## config.mk

```make
export PLATFORM = sky130hd
export DESIGN_NAME = display_scan_mux_flat
export DESIGN_NICKNAME = d
export VERILOG_FILES = /design/src/rtl/display_pkg.sv /design/src/rtl/display_scan_mux_if.sv /design/src/rtl/display_tick_gen.sv /design/src/rtl/display_scan_mux.sv /design/src/flat_wrapper.sv
export SDC_FILE = /design/constraint.sdc
export NUM_CORES = 1
export LEC_CHECK = 0
export ABC_AREA = 0
export CAP_MARGIN = 0
export CORE_AREA = 3 3 64 66
export CTS_CLUSTER_DIAMETER = 100
export DETAILED_ROUTE_END_ITERATION = 7
export DIE_AREA = 0 0 67 69
export GPL_ROUTABILITY_DRIVEN = 0
export PLACE_DENSITY = 0.88
export SETUP_SLACK_MARGIN = 0.05
export SYNTH_ARGS = -nofsm -noshare
export SYNTH_HDL_FRONTEND = slang
export SYNTH_HIERARCHICAL = 1
export SYNTH_SLANG_ARGS = --single-unit
```

## constraint.sdc

```tcl
create_clock -name clk -period 4.81 [get_ports clk]
set_clock_uncertainty 0.05 [all_clocks]
set_input_delay 0.481 -clock clk [delete_from_list [all_inputs] [get_ports clk]]
set_output_delay 0.481 -clock clk [all_outputs]
set_load 0.05 [all_outputs]
```

## src/rtl/display_pkg.sv

```systemverilog
`default_nettype none
// ============================================================
// display_pkg : shared constants for the 7-segment display path
// Rev 1.0
// ============================================================
package display_pkg;

    localparam int DIGIT_W    = 3;
    localparam int MAX_DIGITS = 8;

    // Active-low "all digits off" pattern; caller truncates to its digit count.
    function automatic logic [MAX_DIGITS-1:0] all_off(input int num_digits);
        logic [MAX_DIGITS-1:0] mask;
        mask = '0;
        for (int i = 0; i < MAX_DIGITS; i++) begin
            if (i < num_digits) begin
                mask[i] = 1'b1;
            end
        end
        return mask;
    endfunction

endpackage
`default_nettype wire

```

## src/rtl/display_scan_mux_if.sv

```systemverilog
`default_nettype none
// ============================================================
// display_scan_mux_if : snapshot load / scan output bundle
// Rev 1.0
// ============================================================
interface display_scan_mux_if #(
    parameter int NUM_DIGITS = 4
);
    logic [display_pkg::DIGIT_W*NUM_DIGITS-1:0] values;
    logic                                       load;
    logic [NUM_DIGITS-1:0]                      blank_mask;
    logic                                       load_ack;
    logic [display_pkg::DIGIT_W-1:0]            digit_code;
    logic                                       digit_valid;
    logic [NUM_DIGITS-1:0]                      digit_en;
    logic                                       frame_done;

    modport master (
        output values, load, blank_mask,
        input  load_ack, digit_code, digit_valid, digit_en, frame_done
    );

    modport slave (
        input  values, load, blank_mask,
        output load_ack, digit_code, digit_valid, digit_en, frame_done
    );
endinterface
`default_nettype wire

```

## src/rtl/display_tick_gen.sv

```systemverilog
`default_nettype none
// ============================================================
// display_tick_gen : free-running prescaler, one-cycle wrap tick
// Rev 1.0
// ============================================================
module display_tick_gen #(
    parameter int PRESCALE = 50000
) (
    input  wire logic clk,
    input  wire logic rst,
    output logic      tick
);
    localparam int             CW     = $clog2(PRESCALE);
    localparam logic [CW-1:0]  c_LAST = CW'(PRESCALE - 1);

    logic [CW-1:0] r_count_q;
    logic [CW-1:0] w_count_d;

    always_comb begin
        w_count_d = r_count_q + CW'(1);
        if (r_count_q == c_LAST) begin
            w_count_d = '0;
        end
    end

    always_ff @(posedge clk or posedge rst) begin
        if (rst) begin
            r_count_q <= '0;
        end else begin
            r_count_q <= w_count_d;
        end
    end

    assign tick = (r_count_q == c_LAST);

endmodule
`default_nettype wire

```

## src/rtl/display_scan_mux.sv

```systemverilog
`default_nettype none
// ============================================================
// display_scan_mux : time-multiplexed multi-digit display scanner
// Rev 1.0
// ============================================================
module display_scan_mux
    import display_pkg::*;
#(
    parameter int NUM_DIGITS  = 4,
    parameter int PRESCALE    = 50000,
    parameter int DEAD_CYCLES = 2
) (
    input  wire logic          clk,
    input  wire logic          rst,
    display_scan_mux_if.slave  bus
);
    localparam int                     IW         = $clog2(NUM_DIGITS);
    localparam int                     DW         = $clog2(DEAD_CYCLES + 1);
    localparam int                     SW         = DIGIT_W * NUM_DIGITS;
    localparam logic [IW-1:0]          c_LAST_IDX = IW'(NUM_DIGITS - 1);
    localparam logic [DW-1:0]          c_DEAD     = DW'(DEAD_CYCLES);
    localparam logic [NUM_DIGITS-1:0]  c_ALL_OFF  = NUM_DIGITS'(all_off(NUM_DIGITS));

    logic                   w_tick;
    logic [IW-1:0]          r_index_q, w_index_d;
    logic [DW-1:0]          r_dead_q, w_dead_d;
    logic [SW-1:0]          r_snap_q, w_snap_d;
    logic [DIGIT_W-1:0]     r_code_q, w_code_d;
    logic                   r_valid_q, w_valid_d;
    logic [NUM_DIGITS-1:0]  r_en_q, w_en_d;
    logic                   r_ack_q, w_ack_d;
    logic                   r_frame_q, w_frame_d;

    logic [IW-1:0]          w_next_idx;
    logic [SW-1:0]          w_src;
    logic [DIGIT_W-1:0]     w_field;
    logic                   w_blank;
    logic [NUM_DIGITS-1:0]  w_sel_n;

    display_tick_gen #(
        .PRESCALE (PRESCALE)
    ) u_tick (
        .clk  (clk),
        .rst  (rst),
        .tick (w_tick)
    );

    // A load on the switch edge must be visible in the newly selected digit.
    always_comb begin
        w_next_idx = (r_index_q == c_LAST_IDX) ? '0 : r_index_q + IW'(1);
        w_src      = bus.load ? bus.values : r_snap_q;
        w_field    = '0;
        w_blank    = 1'b0;
        w_sel_n    = c_ALL_OFF;
        for (int i = 0; i < NUM_DIGITS; i++) begin
            if (w_next_idx == IW'(i)) begin
                w_field = w_src[i*DIGIT_W +: DIGIT_W];
                w_blank = bus.blank_mask[i];
            end
            if (r_index_q == IW'(i)) begin
                w_sel_n[i] = 1'b0;
            end
        end
    end

    always_comb begin
        w_index_d = r_index_q;
        w_dead_d  = r_dead_q;
        w_snap_d  = bus.load ? bus.values : r_snap_q;
        w_code_d  = r_code_q;
        w_valid_d = r_valid_q;
        w_en_d    = r_en_q;
        w_ack_d   = bus.load;
        w_frame_d = 1'b0;
        if (w_tick) begin
            w_index_d = w_next_idx;
            w_dead_d  = c_DEAD;
            w_en_d    = c_ALL_OFF;
            w_code_d  = w_blank ? '0 : w_field;
            w_valid_d = ~w_blank;
            w_frame_d = (w_next_idx == '0);
        end else if (r_dead_q != '0) begin
            w_dead_d = r_dead_q - DW'(1);
            if (r_dead_q == DW'(1) && r_valid_q) begin
                w_en_d = w_sel_n;
            end
        end
    end

    always_ff @(posedge clk or posedge rst) begin
        if (rst) begin
            r_index_q <= c_LAST_IDX;
            r_dead_q  <= '0;
            r_snap_q  <= '0;
            r_code_q  <= '0;
            r_valid_q <= 1'b0;
            r_en_q    <= c_ALL_OFF;
            r_ack_q   <= 1'b0;
            r_frame_q <= 1'b0;
        end else begin
            r_index_q <= w_index_d;
            r_dead_q  <= w_dead_d;
            r_snap_q  <= w_snap_d;
            r_code_q  <= w_code_d;
            r_valid_q <= w_valid_d;
            r_en_q    <= w_en_d;
            r_ack_q   <= w_ack_d;
            r_frame_q <= w_frame_d;
        end
    end

    assign bus.load_ack    = r_ack_q;
    assign bus.digit_code  = r_code_q;
    assign bus.digit_valid = r_valid_q;
    assign bus.digit_en    = r_en_q;
    assign bus.frame_done  = r_frame_q;

endmodule
`default_nettype wire

```

## src/flat_wrapper.sv

```systemverilog
// flat-port wrapper written by rule: the top's interface ports become plain ports
module display_scan_mux_flat import display_pkg::*;
#(
    parameter int NUM_DIGITS  = 4,
    parameter int PRESCALE    = 50000,
    parameter int DEAD_CYCLES = 2
)
  (clk, rst, bus_values, bus_load, bus_blank_mask, bus_load_ack, bus_digit_code, bus_digit_valid, bus_digit_en, bus_frame_done);
  display_scan_mux_if #(.NUM_DIGITS(NUM_DIGITS)) bus_i ();
  input  wire logic clk;
  input  wire logic rst;
  input wire logic [$bits(bus_i.values)-1:0] bus_values;
  input wire logic [$bits(bus_i.load)-1:0] bus_load;
  input wire logic [$bits(bus_i.blank_mask)-1:0] bus_blank_mask;
  output wire logic [$bits(bus_i.load_ack)-1:0] bus_load_ack;
  output wire logic [$bits(bus_i.digit_code)-1:0] bus_digit_code;
  output wire logic [$bits(bus_i.digit_valid)-1:0] bus_digit_valid;
  output wire logic [$bits(bus_i.digit_en)-1:0] bus_digit_en;
  output wire logic [$bits(bus_i.frame_done)-1:0] bus_frame_done;
  assign bus_i.values = bus_values;
  assign bus_i.load = bus_load;
  assign bus_i.blank_mask = bus_blank_mask;
  assign bus_load_ack = bus_i.load_ack;
  assign bus_digit_code = bus_i.digit_code;
  assign bus_digit_valid = bus_i.digit_valid;
  assign bus_digit_en = bus_i.digit_en;
  assign bus_frame_done = bus_i.frame_done;
  display_scan_mux #(.NUM_DIGITS(NUM_DIGITS), .PRESCALE(PRESCALE), .DEAD_CYCLES(DEAD_CYCLES)) u_core (.clk(clk), .rst(rst), .bus(bus_i));
endmodule
```

# ---- Yosys cells after proc, flatten, opt, wreduce, memory -nomap -nowiden
# Cells that the tools add are included.
# W data, S select, Z words.
dict set report word_totals {
  out_inout_bits 10
  input_bits 19
  ff_bits 42
}
dict set report op_classes {
  muxes 22
  n_bitwise 1
  n_eq_ne 8
  add_sub_neg 3
  reduce_logical 7
}
# op count
set ops {}
lappend ops {{$add A16 B1 Y16 const B} 1}
lappend ops {{$eq A16 B16 Y1 const B} 1}
lappend ops {{$mux W16} 1}
lappend ops {{$mux W3} 5}
lappend ops {{$mux W12} 1}
lappend ops {{$mux W4} 3}
lappend ops {{$mux W1} 9}
lappend ops {{$eq A2 B2 Y1 const B} 4}
lappend ops {{$eq A2 B1 Y1 const B} 3}
lappend ops {{$mux W2} 3}
lappend ops {{$reduce_bool A2 Y1} 3}
lappend ops {{$logic_not A2 Y1} 2}
lappend ops {{$add A2 B1 Y2 const B} 1}
lappend ops {{$reduce_and A2 Y1} 1}
lappend ops {{$sub A2 B1 Y2 const B} 1}
lappend ops {{$logic_and A1 B1 Y1} 1}
lappend ops {{$not A1 Y1} 1}

# ---- Logic depth before layout (Yosys ltp)
dict set report depth {
  word_depth 8
  ltp_mapped 7
  depth_no_buf 7
}

# ---- Hierarchy
# The synthesis kept the hierarchy.
# mod seq_area_each_um2 n_inst area_each_um2 cells_per_inst
set modules_own_cells {}
lappend modules_own_cells {display_scan_mux 658.1 1 1263.7 102}
lappend modules_own_cells {display_tick_gen 400.4 1 757.0 68}

# ---- Least setup slack after synthesis
# Ideal clock, no wire load.
dict set report synth_path {
  path_type {flip-flop to flip-flop}
  startpoint {register u_core.u_tick.r_count_q[4]}
  endpoint {register u_core.r_code_q[1] (netlist: u_core/bus.digit_code[1])}
  t_arrival_ps 2129
  path_buffers 0
  setup_ps 77
  t_required_ps 4683
  setup_slack_ps 2553
  stages_incl_launch_ff 7
  period_less_slack_ps 2257
  cell_sequence {dfrtp_1 > or4b_4 > nor4_4 > a21bo_2 > o21ba_2 > a21oi_1 > a21oi_1}
}
dict set report synth_via {
  elab_chain_cells 1
}
# element line_no
set synth_rtl {}
lappend synth_rtl {{start, declared} display_tick_gen.sv:16} ;# logic [CW-1:0] r_count_q;
lappend synth_rtl {{start signal, assigned} display_tick_gen.sv:30} ;# r_count_q <= w_count_d;
lappend synth_rtl {{$eq A16 B16 Y1} display_tick_gen.sv:34} ;# assign tick = (r_count_q == c_LAST);
lappend synth_rtl {{net u_core.w_tick} display_scan_mux.sv:24} ;# logic w_tick;
lappend synth_rtl {{end signal, assigned} display_scan_mux.sv:104} ;# r_code_q <= w_code_d;
lappend synth_rtl {{end, declared} display_scan_mux.sv:28} ;# logic [DIGIT_W-1:0] r_code_q, w_code_d;
# The timed path passes the listed nets, and every way through them passes these cells.
# A chain may end at the register's enable or synchronous reset.

# ---- Worst setup path after layout
dict set report layout_path {
  startpoint {register u_core.u_tick.r_count_q[4]}
  endpoint {register u_core.r_code_q[2] (netlist: u_core/bus.digit_code[2])}
}
# The elaborated chain is that of the path after synthesis.

==> results.md <==
- Status: complete, no violations
- # diodes: 0
- Layout cells sized above 1: 0.166
- Max-slew violation count: 0
- Slew @ Worst Pin: 0.982 ns
- Worst endpoint required time: 4.98 ns
- Yosys synthesis warning count: 6
- Gr usage total: 0.187
- DRT Wirelength: 3.80 mm
- Max-slew headroom: 0.344
- Clk slew on worst S/H paths: 0.08 ns
- TritonCTS buffer count: 5
- Core Area: 0.00363 mm^2
- Syn_nets: 199
- Sink Count: 42
- Pin count of the biggest net entering global routing: 27
- # setup viols final: 0
- DP Area: 0.00235 mm^2
- Vias in the first global route: 1418
- Area grow syn2layout: 21.7%
- Fin worst setup slack: 2.42 ns
- Sequential-to-total area share from yosys stat: 0.524
- # placed instances: 245
- Critical path class: flip-flop to flip-flop
- TNS Setup: 0 ns
- Final Instance Area: 0.00246 mm^2
- Die Y: 69 um
- Fin. Hold Viols: 0
- Post-Synthesis Cell Area: 0.00202 mm^2
- Finished Layout Cells: 253
- Setup crit end kind: flip-flop
- Tmin final: 2.39 ns
- Hold depth: 1
- Routed via count: 1393
- First-pass GRT wire length: 6.58 mm
- Multi-input logic area: 910 um^2
- FF/Latch Area: 0.00106 mm^2
- Worst R2R Path Depth: 7
- Cell leakage power: 1.13 nW
- Residual DRC count: 0
- Power, Total: 685 uW
- Initial antenna violation count: 0
- P per Cell Area: 279 mW/mm^2
- Root buf cell: clkbuf_8
- #FFs+latches synth: 42
- HPWL Detailed: 2.72 mm
- HP Class: flip-flop to flip-flop
- Detail-routed net length per standard cell: 15.0 um
- TritonCTS clock tree: done
- Clock Tree Buf Depth: 2
- Htree depth: 2
- Fin crit share: 0.497
- Max-cap viol count: 0
- Netlist cell types: 37
- Hold-fix buffers, CTS: 0
- Unrepaired setup endpoints after global routing: false
- Clk_lat worst skew: 0.29 ns
- Initial drt markers: 64
- Fill count: 281
- Post-Syn Instances: 170
- Die width: 67 um
- Syn Area/Cell: 11.9 um^2
- Routed Antenna Nets: 0
- Commonest non-fill, non-tap cells in the layout: 36 x dfrtp_1, 28 x clkdlybuf4s50_1, 17 x nor2_1, 10 x inv_1, 10 x ha_1
- PortBufs: 28
- DR pass1 iterations: 4
- Number of I/O pins: 29
- Commonest non-fill, non-tap cell in the layout: dfrtp_1
- Post-CTS Resized: 0
- Initial cell density of the core: 0.556
- CP max FO: 25
- Startpoint types: flip-flop
- DIE AREA: 0.00462 mm^2
- Vias per cell: 5.51
- Final Net Count: 233
- Maximum vdd ir drop: 0.218 mV
- Max Clk Rate: 418 MHz
- Post-CTS Setup Inserts: 0
- Post-Place Worst Slack: 2.46 ns
- FP Rows: 22
- GR Overflow Total: 0
- Worst EP arrival: 2.56 ns
[worst max-delay path, stage by stage, from the launching register on]
cell and delay (ns):
dfrtp_1 0.45, or4b_4 0.55, nor4_4 0.27, buf_4 0.30, a21bo_2 0.28, o21ba_2 0.23, a21oi_1 0.06, a21oi_1 0.13
[cell type report]
type | count | share of cell area
clock buffer | 7 | 0.0310
timing repair buffer | 29 | 0.117
tap | 48 | 0.0244
clock inverter | 1 | 0.0122
sequential | 42 | 0.430
inverter | 10 | 0.0153
multi-input combinational | 116 | 0.370
[metrics by stage]
stage / util / hold WS (ns)
global placement: 0.648 / 0.424
global route: 0.677 / 0.464
finish: 0.677 / 0.448
detailed placement: 0.648 / 0.434
floorplan: - / 0.345
CTS: 0.677 / 0.452
[cell usage after synthesis (all sizes together)]
cell | n | share of area
o21ai | 3 | 0.0074
a221o | 1 | 0.0050
or3 | 1 | 0.0031
a21bo | 1 | 0.0050
nor2 | 17 | 0.032
and4 | 1 | 0.0043
buf | 1 | 0.0056
nand2 | 7 | 0.013
nand2b | 1 | 0.0031
inv | 10 | 0.019
a21oi | 8 | 0.020
xnor2 | 5 | 0.022
nand3b | 2 | 0.0074
and2b | 3 | 0.013
xor2 | 8 | 0.035
ha | 10 | 0.062
nand3 | 3 | 0.0074
or2 | 1 | 0.0031
nor2b | 2 | 0.0062
a211o | 5 | 0.022
mux2i | 1 | 0.0050
o22ai | 1 | 0.0031
a22oi | 3 | 0.011
clkbuf | 1 | 0.0019
o21ba | 3 | 0.015
mux2 | 12 | 0.074
a311oi | 3 | 0.013
dfrtp | 36 | 0.45
nand4 | 6 | 0.019
and2 | 1 | 0.0031
or4bb | 2 | 0.011
or4b | 1 | 0.0068
nor4 | 4 | 0.020
dfstp | 6 | 0.078
[report_power, final]
part	switching (mW)	total, mW	internal (mW)
Clock	0.117	0.272	0.155
Sequential	0.00276	0.366	0.363
Combinational	0.0206	0.0471	0.0265
[cells by family after synthesis]
| kind of cell | after synthesis | synth area share |
|---|---|---|
| buffers and inverters | 12 | 0.0260 |
| flip-flops | 42 | 0.524 |
| XOR/XNOR | 13 | 0.0563 |
| adder cells (fa/ha/maj) | 10 | 0.0619 |
| AND/OR/NAND/NOR | 52 | 0.152 |
| multiplexers | 13 | 0.0793 |
| AO/OA/AOI/OAI | 28 | 0.101 |
[registers in the layout, indices dropped and copies added, names as in the netlist]
signal / cells
u_core/r_dead_q: 2
u_core/bus.digit_en: 4
u_core/bus.load_ack: 1
u_core/bus.digit_valid: 1
u_core/r_snap_q: 12
u_core/bus.digit_code: 3
u_core/r_index_q: 2
u_core/u_tick/r_count_q: 16
u_core/bus.frame_done: 1
[layer usage]
metal | vias to the layer above | GRT usage | wire [um]
li1 | 672 | - | -
met1 | 682 | 0.229 | 1630
met2 | 31 | 0.308 | 1960
met3 | 8 | 0.0521 | 152
met4 | 0 | 0.0676 | 55
met5 | - | 0 | 0
[path summary, 6_finish.rpt]
check,slack (ns),to,start
setup / recovery,2.42,u_core/bus.digit_code[2],u_core/u_tick/r_count_q[4]
hold / removal,0.45,u_core/r_dead_q[1],u_core/r_dead_q[1]
setup reg to reg,2.42,u_core/bus.digit_code[2],u_core/u_tick/r_count_q[4]
hold reg to reg,0.45,u_core/r_dead_q[1],u_core/r_dead_q[1]
max in group asynchronous,3.42,u_core/bus.load_ack,rst
min in group asynchronous,0.51,u_core/u_tick/r_count_q[11],rst
Power figures use the tool's default switching activity.
